### src/rtl/systolic_array_pkg.sv
// Shared sizing constants for the 2x2 weight-stationary-free systolic multiply array.
package systolic_array_pkg;
   localparam int DATA_W       = 8;
   localparam int ACC_W        = 16;
   localparam int ARRAY_N      = 2;
   localparam int VALID_CYCLES = 4;
   localparam int CNT_W        = 3;
   localparam logic [CNT_W-1:0] CNT_MAX = '1;
endpackage

### src/rtl/systolic_array_pe.sv
// One processing element: multiply-accumulate, forwarding a right and b down.
module mmu_pe
   import systolic_array_pkg::*;
(
   input  logic              clk,
   input  logic              rst_n,
   input  logic              clear,
   input  logic [DATA_W-1:0] a_in,
   input  logic [DATA_W-1:0] b_in,
   output logic [DATA_W-1:0] a_out,
   output logic [DATA_W-1:0] b_out,
   output logic [ACC_W-1:0]  acc,
   output logic              ovf
);
   logic [ACC_W-1:0]  acc_q, acc_d;
   logic [DATA_W-1:0] a_q, a_d, b_q, b_d;
   logic [ACC_W-1:0]  prod;
   logic [ACC_W:0]    sum;

   always_comb begin
      prod = ACC_W'(a_in) * ACC_W'(b_in);
      sum  = {1'b0, acc_q} + {1'b0, prod};
      acc_d = sum[ACC_W-1:0];
      a_d   = a_in;
      b_d   = b_in;
      if (clear) begin
         acc_d = '0;
         a_d   = '0;
         b_d   = '0;
      end
   end

   always_ff @(posedge clk or negedge rst_n) begin
      if (!rst_n) begin
         acc_q <= '0;
         a_q   <= '0;
         b_q   <= '0;
      end else begin
         acc_q <= acc_d;
         a_q   <= a_d;
         b_q   <= b_d;
      end
   end

   // Raw carry-out of this cycle's sum; the top decides whether clear masks it.
   assign ovf   = sum[ACC_W];
   assign acc   = acc_q;
   assign a_out = a_q;
   assign b_out = b_q;
endmodule

### src/rtl/systolic_array.sv
// 2x2 systolic matrix multiplier with completion counter and sticky wrap flag.
module systolic_array
   import systolic_array_pkg::*;
(
   input  logic              clk,
   input  logic              rst_n,
   input  logic              clear,
   input  logic [DATA_W-1:0] a_data0,
   input  logic [DATA_W-1:0] a_data1,
   input  logic [DATA_W-1:0] b_data0,
   input  logic [DATA_W-1:0] b_data1,
   output logic [ACC_W-1:0]  c00,
   output logic [ACC_W-1:0]  c01,
   output logic [ACC_W-1:0]  c10,
   output logic [ACC_W-1:0]  c11,
   output logic              c_valid,
   output logic              overflow
);
   logic [ARRAY_N-1:0][DATA_W-1:0]              a_src, b_src;
   logic [ARRAY_N-1:0][ARRAY_N-1:0][DATA_W-1:0] a_in_w, b_in_w, a_out_w, b_out_w;
   logic [ARRAY_N-1:0][ARRAY_N-1:0][ACC_W-1:0]  acc_w;
   logic [ARRAY_N-1:0][ARRAY_N-1:0]             pe_ovf;
   logic [CNT_W-1:0] cnt_q, cnt_d;
   logic             ovf_q, ovf_d;

   assign a_src = {a_data1, a_data0};
   assign b_src = {b_data1, b_data0};

   // Left column takes a from the row streams, top row takes b from the column streams.
   for (genvar r = 0; r < ARRAY_N; r++) begin : g_row
      for (genvar c = 0; c < ARRAY_N; c++) begin : g_col
         if (c == 0) begin : g_a_edge
            assign a_in_w[r][c] = a_src[r];
         end else begin : g_a_int
            assign a_in_w[r][c] = a_out_w[r][c-1];
         end
         if (r == 0) begin : g_b_edge
            assign b_in_w[r][c] = b_src[c];
         end else begin : g_b_int
            assign b_in_w[r][c] = b_out_w[r-1][c];
         end
         mmu_pe u_pe (
            .clk   (clk),
            .rst_n (rst_n),
            .clear (clear),
            .a_in  (a_in_w[r][c]),
            .b_in  (b_in_w[r][c]),
            .a_out (a_out_w[r][c]),
            .b_out (b_out_w[r][c]),
            .acc   (acc_w[r][c]),
            .ovf   (pe_ovf[r][c])
         );
      end
   end

   // Operands leaving the right/bottom edge go nowhere.
   logic unused_edge;
   assign unused_edge = ^{a_out_w[0][ARRAY_N-1], a_out_w[1][ARRAY_N-1],
                          b_out_w[ARRAY_N-1][0], b_out_w[ARRAY_N-1][1]};

   always_comb begin
      cnt_d = (cnt_q == CNT_MAX) ? cnt_q : cnt_q + 1'b1;
      ovf_d = ovf_q | (|pe_ovf);
      if (clear) begin
         cnt_d = '0;
         ovf_d = 1'b0;
      end
   end

   always_ff @(posedge clk or negedge rst_n) begin
      if (!rst_n) begin
         cnt_q <= '0;
         ovf_q <= 1'b0;
      end else begin
         cnt_q <= cnt_d;
         ovf_q <= ovf_d;
      end
   end

   assign c00      = acc_w[0][0];
   assign c01      = acc_w[0][1];
   assign c10      = acc_w[1][0];
   assign c11      = acc_w[1][1];
   assign c_valid  = (cnt_q >= CNT_W'(VALID_CYCLES));
   assign overflow = ovf_q;
endmodule

### config.mk
export PLATFORM = sky130hd
export DESIGN_NAME = systolic_array
export DESIGN_NICKNAME = d
export VERILOG_FILES = /design/src/rtl/systolic_array_pkg.sv /design/src/rtl/systolic_array_pe.sv /design/src/rtl/systolic_array.sv
export SDC_FILE = /design/constraint.sdc
export NUM_CORES = 1
export LEC_CHECK = 0
export BUFFER_PORTS_ARGS = -buffer_cell sky130_fd_sc_hd__buf_2
export CORE_UTILIZATION = 50
export CTS_CLUSTER_DIAMETER = 60
export DETAILED_ROUTE_END_ITERATION = 6
export PLACE_DENSITY = 0.68
export SLEW_MARGIN = 10
export SYNTH_ARGS = -nofsm -noshare
export SYNTH_HDL_FRONTEND = slang
export SYNTH_SLANG_ARGS = --single-unit
### constraint.sdc
create_clock -name clk -period 12.6 [get_ports clk]
set_input_delay 1.89 -clock clk [delete_from_list [all_inputs] [get_ports clk]]
set_output_delay 1.89 -clock clk [all_outputs]
set_load 0.01 [all_outputs]
# Word level (Yosys, flattened, before mapping)
# Cells that the tools add are included.
# totals
regBits	100
inputBits	35
out_inout_bits	66
word_cells	35
# classes
addsub	5
n_mul	4
n_lt_le_gt_ge	1
n_eq_ne	2
muxes	11
n_bitwise	1
reduce_logical	1
# ops
op	count
adder 16 x 16 -> 17 bit	4
multiplier 8 x 8 -> 16 bit	4
two-way mux 16 bit	4
two-way mux 8 bit	4
two-way mux 3 bit	2
OR reduction 4 bit	1
adder 3 x 1 -> 3 bit (second input constant)	1
equality test 3 bit (second input constant)	1
>= comparator 3 bit (second input constant)	1
!= test 2 bit (second input constant)	1
two-way mux 1 bit	1
bitwise OR 1 bit	1

# Longest topological paths before layout
# logic_depth
ltp_word	5
ltp_mapped	18
depth_no_buf	16

# Cells and area by module
# Synthesis repeated with hierarchy kept, for this count alone.
# hier_totals
cells_unflattened	1578
hier_area_um2	14694.1
# by_module_without_submodules
mod	n_inst	cells_each	area_per_inst_um2	seq_area_each_um2
mmu_pe at g_row[0].g_col[1].u_pe	1	389	3656.0	800.8
mmu_pe at g_row[0].g_col[0].u_pe	1	396	3639.7	800.8
mmu_pe at g_row[1].g_col[0].u_pe	1	390	3627.2	800.8
mmu_pe at g_row[1].g_col[1].u_pe	1	384	3568.4	800.8
systolic_array	1	19	202.7	100.1

# Worst setup path after synthesis
# OpenSTA, ideal clock, no wires.
# synth_timing
path_kind	input to register
start	in a_data0[5]
end	reg ovf_q (netlist: overflow)
setup_time_ns	0.137
arrival_ns	5.717
path_slack_ns	6.747
cell_stages	15
n_path_buf	1
path_cell_list	clkbuf_1 > and2_1 > fa_1 > fa_1 > fa_1 > inv_1 > fa_1 > inv_1 > ha_1 > a21o_1 > a21o_1 > o31a_1 > o31a_1 > nor4_1 > a31oi_1
# synth_via
elab_chain_len	5
# synth_rtl
item	line_no	text
from (decl)	systolic_array.sv:8	input logic [DATA_W-1:0] a_data0,
multiplier 8 x 8 -> 16 bit	systolic_array_pe.sv:21	prod = ACC_W'(a_in) * ACC_W'(b_in);
adder 16 x 16 -> 17 bit	systolic_array_pe.sv:22	sum = {1'b0, acc_q} + {1'b0, prod};
OR reduction 4 bit	systolic_array.sv:63	ovf_d = ovf_q | (|pe_ovf);
bitwise OR 1 bit	systolic_array.sv:63	
two-way mux 1 bit	systolic_array.sv:64	if (clear) begin
via ovf_d	systolic_array.sv:24	logic ovf_q, ovf_d;
to (signal assigned)	systolic_array.sv:76	ovf_q <= ovf_d;
to (decl)	systolic_array.sv:24	
# The timed path passes the listed nets, and every way through them passes these cells.
# A chain may end at the register's enable or synchronous reset.

# Final worst setup path
# Ends and elaborated chain as after synthesis.

==> reports/summary.txt <==
==================================================================================
I/O pin count                                                                  101
CTS buffer count                                                                 9
Global routing met2 resource utilization                                     38.1%
Die ar.                                                                0.0276 mm^2
Clock Tree Buf Depth                                                             2
Worst Reg-to-Reg Cells                                                          14
Overall overflow remaining after global route                                    0
Run status                                                            complete, but fails checks
Max-capacitance violation count                                                  0
Number of buffers inserted by port buffering                                   100
Placer congestion estimate                                                   0.872
Reg2reg start                                                         g_row[0].g_col[0].u_pe.b_out[5]
Chip Height                                                                 166 um
Number of max-slew violations in the final report                                0
Chip Width                                                                  166 um
Leading post-synthesis cells by instance count                        404 x sky130_fd_sc_hd__inv_1, 204 x sky130_fd_sc_hd__fa_1, 147 x sky130_fd_sc_hd__ha_1
Global Route met3 Usage                                                      2.12%
Transition time at the pin with the least slew margin                     0.857 ns
Violation count after the first detailed-route iteration                       431
Sort of element at the start of the critical path                     primary input
Netlist area before placement                                          0.0135 mm^2
Setup tns final                                                               0 ns
Routed vias                                                                   9705
Hold Path Depth                                                                  2
Reg-to-reg endpoint                                                       overflow
Aggregate global-route resource usage                                        22.6%
Flops & latches, synth                                                         100
Setup slack of the most critical reg-to-reg path                           7.87 ns
Initial antenna violation count                                                  0
Leading cell types by total area after synthesis                      sky130_fd_sc_hd__fa_1 30%, sky130_fd_sc_hd__dfrtp_1 19%, sky130_fd_sc_hd__ha_1 14%, sky130_fd_sc_hd__inv_1 11%, sky130_fd_sc_hd__and2_1 6.5%
Max-Slew Margin vs Limit                                                     42.9%
Most numerous cell in the Yosys netlist                               sky130_fd_sc_hd__inv_1
Core box area                                                          0.0262 mm^2
Start point of the worst hold path                                        cnt_q[1]
Violated checks                                                       design-rule violations
Clock Sink Count                                                               100
CTS-repair resized insts                                                         0
Maximum net fanout on the critical path                                          9
Leakage                                                                    8.07 nW
Via count of the first global-routing pass                                   10333
Number of flops mapped to enable cells by yosys                                  0
Fraction of final layout cells sized beyond drive strength 1                 7.73%
Global-route layer with the greatest usage                                    met2
# Post-CTS Setup Buffers                                                         0
Type of the most critical hold path                                     reg -> reg
Worst setup path category                                                in -> reg
Unrepaired setup endpoints after global routing                              false
Root buffer cell                                                      sky130_fd_sc_hd__clkbuf_16
Detail-routed via count per cell                                              5.07
Antenna Diode Count                                                              0
Met1 usage                                                                   31.0%
Async set-reset flop share out of synthesis                                   100%
Worst Hold Path EP                                                        cnt_q[1]
Largest area contributor in the synthesized netlist                   sky130_fd_sc_hd__fa_1
Avg Inst Size Synth                                                      9.08 um^2
Maximum clock frequency                                                    169 MHz
Syn. warnings                                                                    0
Total wire length                                                          28.6 mm
Clock latency on the worst-skew pair                                       0.37 ns
Pin count of the biggest net entering global routing                            72
Standard-cell row count                                                         59
Share of the clock period used by the worst path                             47.0%
Data required, critical path                                              12.80 ns
Post-detail-place hpwl                                                     23.1 mm
Total power divided by cell area                                       176 mW/mm^2
Number of standard cells after synthesis                                      1484
Final Net Count                                                               1959
H-tree levels                                                                    3
Setup clock skew after layout                                            0.0119 ns
CTS tree                                                                      done
Drt wl/cell                                                                14.9 um
Number of endpoints with negative hold slack in the final report                 0
Area growth from synthesis to layout                                         8.41%
DRC errors left                                                                  5
1st-pass router iterations                                                       7
Primary FF master, synth                                              sky130_fd_sc_hd__dfrtp_1
Clock slew seen by the registers of the worst setup and hold paths         0.09 ns
CTS hold repair buffers                                                          0
Sequential area share after synthesis                                        18.6%
Clock period minus final worst setup slack                                 5.93 ns
Wire length of the first global-routing pass                               50.1 mm
Final Util                                                                   55.7%
Count of distinct cell types in the synthesized netlist                         47
Arrival @ worst endpoint                                                   6.13 ns
Maximum vdd ir drop                                                       0.148 mV
Fraction of synthesized cell area taken by the top area cell type            30.3%
Remaining number of nets flagged by the antenna check after routing              0
Starting Density                                                             51.4%
Critical path endpoint category                                           register
Setup-violating endpoint count in the final report                               0
Total nets after synthesis                                                    1870
==================================================================================
-- how the worst max path moves through the flow --
stage	startpoint	endpoint	slack, ns	cells past startpoint
after floorplan	a_data0[5]	overflow	6.75	15
after global placement	a_data0[5]	overflow	6.37	15
after detailed placement	b_data0[5]	overflow	6.26	15
after CTS	b_data0[5]	overflow	6.65	15
after global routing	a_data1[6]	overflow	6.43	15
final	a_data0[5]	overflow	6.67	15
-- state kept, by name (all words and copies together), names as in the netlist --
name                    count
cnt_q                       3
g_row.g_col.u_pe.b_out     16
g_row.g_col.u_pe.a_out     16
g_row.g_col.u_pe.acc       64
overflow                    1
-- cell usage in the layout (no fill, tap or decap), types with 6 or more instances in the layout --
master / n
sky130_fd_sc_hd__a31oi_1: 6
sky130_fd_sc_hd__o21bai_1: 14
sky130_fd_sc_hd__and3_1: 7
sky130_fd_sc_hd__nand2_1: 133
sky130_fd_sc_hd__clkbuf_16: 9
sky130_fd_sc_hd__nand3_1: 8
sky130_fd_sc_hd__o21a_1: 11
sky130_fd_sc_hd__fa_1: 204
sky130_fd_sc_hd__o211ai_1: 7
sky130_fd_sc_hd__and2_1: 140
sky130_fd_sc_hd__dfrtp_1: 100
sky130_fd_sc_hd__xor2_1: 13
sky130_fd_sc_hd__nor2_1: 55
sky130_fd_sc_hd__inv_1: 404
sky130_fd_sc_hd__ha_1: 147
sky130_fd_sc_hd__o21ai_1: 11
sky130_fd_sc_hd__nor3_1: 21
sky130_fd_sc_hd__nor2b_1: 56
sky130_fd_sc_hd__a21oi_1: 34
sky130_fd_sc_hd__xnor2_1: 14
sky130_fd_sc_hd__buf_2: 98
sky130_fd_sc_hd__o21ai_0: 9
sky130_fd_sc_hd__a211oi_1: 8
sky130_fd_sc_hd__a21o_1: 15
-- kinds of logic (layout without fill, tap and decap cells) --
logic type | after synthesis | count (layout) | synth area share, %
AO/OA/AOI/OAI | 135 | 135 | 6.65
XOR/XNOR | 27 | 27 | 1.76
adder cells (fa/ha/maj) | 351 | 351 | 44.0
buffers and inverters | 428 | 522 | 11.9
flip-flops | 100 | 100 | 18.6
multiplexers | 8 | 8 | 0.632
AND/OR/NAND/NOR | 435 | 435 | 16.5
-- where the power goes --
part           internal [mW]  switching, mW
logic                  0.749           1.06
clock network          0.138          0.149
registers              0.401         0.0635
total                   1.29           1.28
-- through the flow --
step	setup WS [ns]	cells	hold WS [ns]	total power, mW	cell area (um^2)
final	6.67	1913	0.569	2.56	14600
after global routing	6.43	1913	0.606	2.90	14600
after CTS	6.65	1913	0.573	2.59	14600
after detailed placement	6.26	1897	0.550	2.28	14300
after global placement	6.37	1897	0.538	2.24	14300
after floorplan	6.75	1484	0.516	1.84	13500
-- layout make-up --
cell class / instances / area [um^2]
clock buffer: 9 / 225
clock inverter: 7 / 57.6
fill: 2369 / 11600
inverter: 404 / 1520
multi-input combinational: 956 / 9360
sequential: 100 / 2500
tap: 335 / 419
timing repair buffer: 102 / 520
-- critical path, cell delays in order --
cell and delay, ns:
sky130_fd_sc_hd__buf_2 0.18, sky130_fd_sc_hd__and2_1 0.19, sky130_fd_sc_hd__fa_1 0.46, sky130_fd_sc_hd__fa_1 0.45
sky130_fd_sc_hd__fa_1 0.52, sky130_fd_sc_hd__inv_1 0.05, sky130_fd_sc_hd__fa_1 0.47, sky130_fd_sc_hd__inv_1 0.04
sky130_fd_sc_hd__ha_1 0.35, sky130_fd_sc_hd__a21o_1 0.23, sky130_fd_sc_hd__a21o_1 0.19, sky130_fd_sc_hd__o31a_1 0.29
sky130_fd_sc_hd__o31a_1 0.29, sky130_fd_sc_hd__nor4_1 0.39, sky130_fd_sc_hd__a31oi_1 0.14
-- per-layer routing --
metal	share of wire, %	wire (um)
met1	46	13100
met2	48	13600
met3	4.3	1230
met4	2.3	648
met5	0	0
Power figures use the tool's default switching activity.
